==> config.mk <==
export PLATFORM = sky130hd
export DESIGN_NAME = uart_tx_param
export DESIGN_NICKNAME = d
export VERILOG_FILES = /design/src/rtl/uart_pkg.sv /design/src/rtl/uart_baud_tick.sv /design/src/rtl/uart_tx_param.sv
export SDC_FILE = /design/constraint.sdc
export NUM_CORES = 1
export LEC_CHECK = 0
export CAP_MARGIN = 10
export CORE_MARGIN = 5
export CORE_UTILIZATION = 30
export DETAILED_ROUTE_END_ITERATION = 7
export HOLD_SLACK_MARGIN = 0.1
export RECOVER_POWER = 50
export SYNTH_ARGS = -nofsm -noshare
export SYNTH_HDL_FRONTEND = slang
export SYNTH_HIERARCHICAL = 1
export SYNTH_SLANG_ARGS = --single-unit
==> constraint.sdc <==
create_clock -name Bclk -period 2 [get_ports Bclk]
set_clock_uncertainty 0.15 [all_clocks]
set_input_delay 0.2 -clock Bclk [delete_from_list [all_inputs] [get_ports Bclk]]
set_output_delay 0.2 -clock Bclk [all_outputs]
set_load 0.005 [all_outputs]
==> src/rtl/uart_pkg.sv <==
// uart_pkg: shared state encodings and parity mode constants for the UART transmitter
package uart_pkg;
  typedef enum logic [2:0] {
    IDLE  = 3'b000,
    START = 3'b001,
    DATA  = 3'b011,
    PAR   = 3'b111,
    STOP  = 3'b010
  } state_t;
  localparam int PARITY_NONE = 0;
  localparam int PARITY_EVEN = 1;
  localparam int PARITY_ODD  = 2;
endpackage

==> src/rtl/uart_baud_tick.sv <==
// uart_baud_tick: bit-period divider, pulses bit_end in the last cycle of each period
module uart_baud_tick #(
  parameter int CLKS_PER_BIT = 1
) (
  input  logic Bclk,
  input  logic reset_n,
  input  logic clr,
  output logic bit_end
);
  localparam int W = CLKS_PER_BIT > 1 ? $clog2(CLKS_PER_BIT) : 1;
  localparam logic [W-1:0] LAST = W'(CLKS_PER_BIT - 1);
  logic [W-1:0] cnt_q, cnt_d;
  assign bit_end = cnt_q == LAST;
  // count up, wrapping at the period end; clear restarts phase at frame acceptance
  always_comb cnt_d = (clr || bit_end) ? '0 : cnt_q + 1'b1;
  // divider register
  always_ff @(posedge Bclk or negedge reset_n)
    if (!reset_n) cnt_q <= '0;
    else cnt_q <= cnt_d;
endmodule

==> src/rtl/uart_tx_param.sv <==
// uart_tx_param: parametrised UART transmitter with valid/ready capture and bit-period divider
module uart_tx_param
  import uart_pkg::*;
#(
  parameter int DATA_W       = 8,
  parameter int PARITY       = 0,
  parameter int STOP_BITS    = 1,
  parameter int CLKS_PER_BIT = 1
) (
  input  logic              Bclk,
  input  logic              reset_n,
  input  logic              tx_valid,
  input  logic [DATA_W-1:0] tx_din,
  output logic              tx_ready,
  output logic              tx_busy,
  output logic              tx_done,
  output logic              tx_data
);
  if (DATA_W < 5 || DATA_W > 9) begin : g_bad_data_w
    $error("uart_tx_param: DATA_W must be 5..9");
  end
  if (PARITY < 0 || PARITY > 2) begin : g_bad_parity
    $error("uart_tx_param: PARITY must be 0, 1 or 2");
  end
  if (STOP_BITS < 1 || STOP_BITS > 2) begin : g_bad_stop
    $error("uart_tx_param: STOP_BITS must be 1 or 2");
  end
  if (CLKS_PER_BIT < 1) begin : g_bad_cpb
    $error("uart_tx_param: CLKS_PER_BIT must be >= 1");
  end
  state_t            state_q, state_d;
  logic [3:0]        bit_cnt_q, bit_cnt_d;
  logic [DATA_W-1:0] shift_q, shift_d;
  logic              par_q, par_d;
  logic              tx_data_q, tx_data_d;
  logic              accept, bit_end, done;
  assign accept   = tx_valid && state_q == IDLE;
  assign tx_busy  = state_q != IDLE;
  assign tx_ready = ~tx_busy;
  assign tx_done  = done;
  assign tx_data  = tx_data_q;
  uart_baud_tick #(.CLKS_PER_BIT(CLKS_PER_BIT)) u_tick (
    .Bclk    (Bclk),
    .reset_n (reset_n),
    .clr     (accept),
    .bit_end (bit_end)
  );
  // next state: each bit period end presents the following frame bit on the registered line
  always_comb begin
    state_d   = state_q;
    bit_cnt_d = bit_cnt_q;
    shift_d   = shift_q;
    par_d     = par_q;
    tx_data_d = tx_data_q;
    done      = 1'b0;
    case (state_q)
      IDLE: if (accept) begin
        shift_d   = tx_din;
        par_d     = (^tx_din) ^ (PARITY == PARITY_ODD);
        tx_data_d = 1'b0;
        bit_cnt_d = '0;
        state_d   = START;
      end
      START: if (bit_end) begin
        tx_data_d = shift_q[0];
        shift_d   = shift_q >> 1;
        bit_cnt_d = '0;
        state_d   = DATA;
      end
      DATA: if (bit_end) begin
        if (bit_cnt_q == 4'(DATA_W - 1)) begin
          bit_cnt_d = '0;
          state_d   = PARITY != PARITY_NONE ? PAR : STOP;
          tx_data_d = PARITY != PARITY_NONE ? par_q : 1'b1;
        end else begin
          bit_cnt_d = bit_cnt_q + 4'd1;
          tx_data_d = shift_q[0];
          shift_d   = shift_q >> 1;
        end
      end
      PAR: if (bit_end) begin
        bit_cnt_d = '0;
        tx_data_d = 1'b1;
        state_d   = STOP;
      end
      STOP: if (bit_end) begin
        if (bit_cnt_q == 4'(STOP_BITS - 1)) begin
          bit_cnt_d = '0;
          done      = 1'b1;
          state_d   = IDLE;
        end else begin
          bit_cnt_d = bit_cnt_q + 4'd1;
        end
      end
      default: begin
        state_d   = IDLE;
        tx_data_d = 1'b1;
        bit_cnt_d = '0;
      end
    endcase
  end
  // state, counter, shift and line registers
  always_ff @(posedge Bclk or negedge reset_n)
    if (!reset_n) begin
      state_q   <= IDLE;
      bit_cnt_q <= '0;
      shift_q   <= '0;
      par_q     <= 1'b0;
      tx_data_q <= 1'b1;
    end else begin
      state_q   <= state_d;
      bit_cnt_q <= bit_cnt_d;
      shift_q   <= shift_d;
      par_q     <= par_d;
      tx_data_q <= tx_data_d;
    end
endmodule

==> flow_summary.yaml, run 1 <==
synthesis:
  ys_warn_count: 6
  syn-instance-count: 72
  yosysSeqAreaShare_pct: 48.6
  synth_area_leaders: "sky130_fd_sc_hd__dfrtp_1 (45%), sky130_fd_sc_hd__mux2_2 (19%), sky130_fd_sc_hd__dfstp_2 (3.2%), sky130_fd_sc_hd__ha_1 (3.0%), sky130_fd_sc_hd__inv_1 (2.7%)"
  ys_types: 27
  mappedNetlistNets: 85
  synth_area_um2: 826
  flop_and_latch_count_out_of_synthesis: 16
  area_share_of_the_largest_cell_type_after_synthesis_pct: 45.5
  synth_top_area_cell: "sky130_fd_sc_hd__dfrtp_1"
  syn_avg_cell_area_um2: 11.5
cts:
  insertion_delay_ns: 0.29
  clk_path_buf_depth: 2
  clkSlewWorstSetupHoldPaths_ns: 0.10
  clockRootBuffer: "sky130_fd_sc_hd__clkbuf_4"
  cts-htree-levels: 1
  tritoncts.num_buffers: 3
  clock_tree_from_tritoncts: "done"
  clock_sink_count: 16
die:
  dieHeight_um: 62.5
  floorplan.core_area_mm2: 0.00269
  initial_utilization_pct: 30.7
  pin_count: 15
  chipWidth_um: 62.5
  rows: 19
  design.die.area_mm2: 0.00390
finish:
  final_cell_count_no_fill: 131
  post_route_cells_drive_above_1_share_pct: 39.0
  finalInstanceArea_mm2: 0.00115
  nets: 114
  antenna_cells: 0
  fill_cells: 283
  area_growth_pct: 38.9
critical_path:
  worst_ep_required_time_ns: 2.03
  timing.reg2reg.worst_path_depth: 4
  cp_max_fo: 8
  r2r_setup_slack_ns: 0.08
  critPathMaxStageDelay_ns: 0.42
  crit_family: "flip-flops"
  crit_chain: "buf_4, or3b_4, a21oi_4, mux2_2"
  startpoint_type: "flop"
  crit-reg2reg-launch: "state_q[0]$_DFFE_PN0P_"
  cp_slowest_cell: "sky130_fd_sc_hd__dfrtp_2"
  criticalPathCategory: "reg -> reg"
  endpoint_kind: "flop"
  cp.buffers_inverters: 1
  worstPathArrival_ns: 1.95
  r2r-end: "shift_q[3]$_DFFE_PN0P_"
global_routing:
  number_of_antenna_violations_at_the_first_check_in_global_routing: 0
  grt_usage_pct: 10.3
  grt-ovfl-total: 0
  vias_in_the_first_global_route: 694
  grt_first_pass_wirelength_um: 3280
  grt_max_degree: 17
sta:
  finalWorstPathRequiredPeriod_ns: 1.92
  setup_total_negative_slack_ns: 0
  finalCritPeriodShare_pct: 95.9
  drv_slew: 0
  rsz0062_at_grt: "no"
  maxClockFrequency_mhz: 521
  setup-violations-final: 0
  timing_hold_violations_final: 0
power:
  power_frac_seq_pct: 39.9
  combinationalPowerShare_pct: 44.5
  report.power.total_mw: 1.38
  internal_power_uw: 941
  p_per_area_mw_per_mm2: 1200
  p_sw_share_pct: 31.8
  worst_ir_drop_vdd_v: 0.000957
  power_switching_uw: 438
  clock_power_share_pct: 15.6
  p_leak_nw: 0.523
worst_hold_path:
  timing.hold.worst.start: "tx_din[7]"
  worst_hold_path_type: "in -> reg"
  hold_end: "shift_q[7]$_DFFE_PN0P_"
  min_path_cells: 3
drt:
  wl_per_cell_um: 13.8
  route.vias.total: 630
  dr.pass1.iters: 4
  drt-total-wl_um: 1810
  drc: 0
  drtIter0Drc: 41
  drtAntennaViolNets: 0
  vias_per_cell: 4.81
run:
  maxCapViolations: 0
placement:
  placement.io_buffers: 14
  place_area_mm2: 0.00105
  dp_hpwl_um: 1250
  numPlacedInstances: 122
  gp_routability_congestion: 0.740
outcome:
  result_of_the_run: "completed"
## power by group through the flow
stage / clock (mW) / combinational (mW) / sequential, mW
global route: 0.242 / 0.684 / 0.570
detailed placement: 0 / 0.522 / 0.564
CTS: 0.227 / 0.606 / 0.545
floorplan: 0 / 0.370 / 0.539
global placement: 0 / 0.511 / 0.555
finish: 0.215 / 0.613 / 0.550
## worst register-to-register path, delay by kind of cell (launching register included)
family | cells | cell delay (ns)
DFF | 1 | 0.42
and+or+nand+nor | 1 | 0.42
muxes | 1 | 0.38
AOI/OAI and AO/OA | 1 | 0.27
buffers and inverters | 1 | 0.17
## Yosys cell counts
master,count
sky130_fd_sc_hd__dfrtp_1,15
sky130_fd_sc_hd__a2111oi_0,1
sky130_fd_sc_hd__or3b_4,1
sky130_fd_sc_hd__inv_2,1
sky130_fd_sc_hd__ha_1,2
sky130_fd_sc_hd__nor3b_1,1
sky130_fd_sc_hd__nor4b_1,1
sky130_fd_sc_hd__inv_1,6
sky130_fd_sc_hd__nand2_1,4
sky130_fd_sc_hd__mux2i_1,1
sky130_fd_sc_hd__mux2_2,14
sky130_fd_sc_hd__a21o_1,1
sky130_fd_sc_hd__nor3_1,1
sky130_fd_sc_hd__and2_1,1
sky130_fd_sc_hd__or2_2,1
sky130_fd_sc_hd__and4b_1,2
sky130_fd_sc_hd__nor2_1,1
sky130_fd_sc_hd__a21oi_4,1
sky130_fd_sc_hd__o21ai_0,3
sky130_fd_sc_hd__a211o_1,2
sky130_fd_sc_hd__and3_1,2
sky130_fd_sc_hd__nand3_1,3
sky130_fd_sc_hd__nor4_1,1
sky130_fd_sc_hd__buf_1,1
sky130_fd_sc_hd__a21oi_1,3
sky130_fd_sc_hd__dfstp_2,1
sky130_fd_sc_hd__conb_1,1
## worst max-delay path by stage
stage                                   startpoint                     end  slack, ns  cells past startpoint
after floorplan           bit_cnt_q[0]$_DFFE_PN0P_  shift_q[0]$_DFFE_PN0P_       0.28                      4
after global placement                    tx_valid  shift_q[4]$_DFFE_PN0P_      0.006                      4
after detailed placement                  tx_valid  shift_q[3]$_DFFE_PN0P_      0.006                      4
after CTS                   state_q[0]$_DFFE_PN0P_                tx_ready       0.04                      3
after global routing      bit_cnt_q[0]$_DFFE_PN0P_                 tx_done       0.02                      5
final                       state_q[0]$_DFFE_PN0P_  shift_q[3]$_DFFE_PN0P_       0.08                      4
## metrics by stage
step	worst slack, ns	utilization, %	hold slack [ns]
floorplan	0.279	-	-0.246
global placement	0.00628	38.9	0.330
detailed placement	0.00585	38.9	0.331
CTS	0.0402	42.4	0.322
global route	0.0193	42.7	0.371
finish	0.0819	42.7	0.343
## repair_timing
action | in CTS | in global routing
resized for setup | 5 | 6
endpoints found under the setup margin | 2 | 9
pin swaps | 1 | 2
cloned | 0 | 0
setup buffers | 4 | 0
hold buffers | 1 | 0
hold endpoints to repair | 15 | 0
## state kept, by name, summed over array words and instances (netlist names)
register and count:
shift_q 8, bit_cnt_q 4, state_q 2, tx_data 1, u_tick/cnt_q 1
## cells in the final DEF, fill, tap and decap left out, types with 2 or more instances in the layout
cell type and count:
sky130_fd_sc_hd__ha_2 2, sky130_fd_sc_hd__clkdlybuf4s50_1 12, sky130_fd_sc_hd__clkbuf_4 3, sky130_fd_sc_hd__dfrtp_1 13
sky130_fd_sc_hd__inv_2 2, sky130_fd_sc_hd__nand2_1 4, sky130_fd_sc_hd__inv_1 5, sky130_fd_sc_hd__dlygate4sd3_1 2
sky130_fd_sc_hd__and3_1 2, sky130_fd_sc_hd__a21oi_1 3, sky130_fd_sc_hd__o21ai_0 3, sky130_fd_sc_hd__mux2_2 14
sky130_fd_sc_hd__buf_4 10, sky130_fd_sc_hd__nand3_1 3, sky130_fd_sc_hd__dfrtp_2 2, sky130_fd_sc_hd__a211o_1 2
sky130_fd_sc_hd__and4b_1 2
## cell families after synthesis
family                     Yosys count  synth area share [%]
other                                1                 0.454
DFF                                 16                  48.6
adders and majority gates            2                  3.03
and+or+nand+nor                     19                  14.2
AOI/OAI and AO/OA                   11                  9.70
muxes                               15                  20.3
buffers and inverters                8                  3.64
## layout make-up
type | instances | area (um2) | area share (%)
Multi-Input combinational cell | 48 | 417 | 36.3
Sequential cell | 16 | 404 | 35.2
Timing Repair Buffer | 25 | 225 | 19.6
Tap cell | 31 | 38.8 | 3.38
Clock buffer | 4 | 36.3 | 3.16
Inverter | 7 | 26.3 | 2.29
## per-layer routing
| layer | up-vias | track usage, % | part of all wire (%) |
|---|---|---|---|
| met2 | 13 | 15.7 | 46 |
| met4 | 0 | 2.39 | 0.55 |
| met1 | 302 | 13.3 | 47 |
| li1 | 312 | - | - |
| met3 | 3 | 4.86 | 6.6 |
| met5 | - | 0 | 0 |
Note: power is estimated with default switching activity, not from simulation.
==> run 2: changes to the inputs <==
Settings changed: CAP_MARGIN 10 to 40.
==> results of run 2 <==
The final DEF is identical to that of run 1; final timing and power are the same.
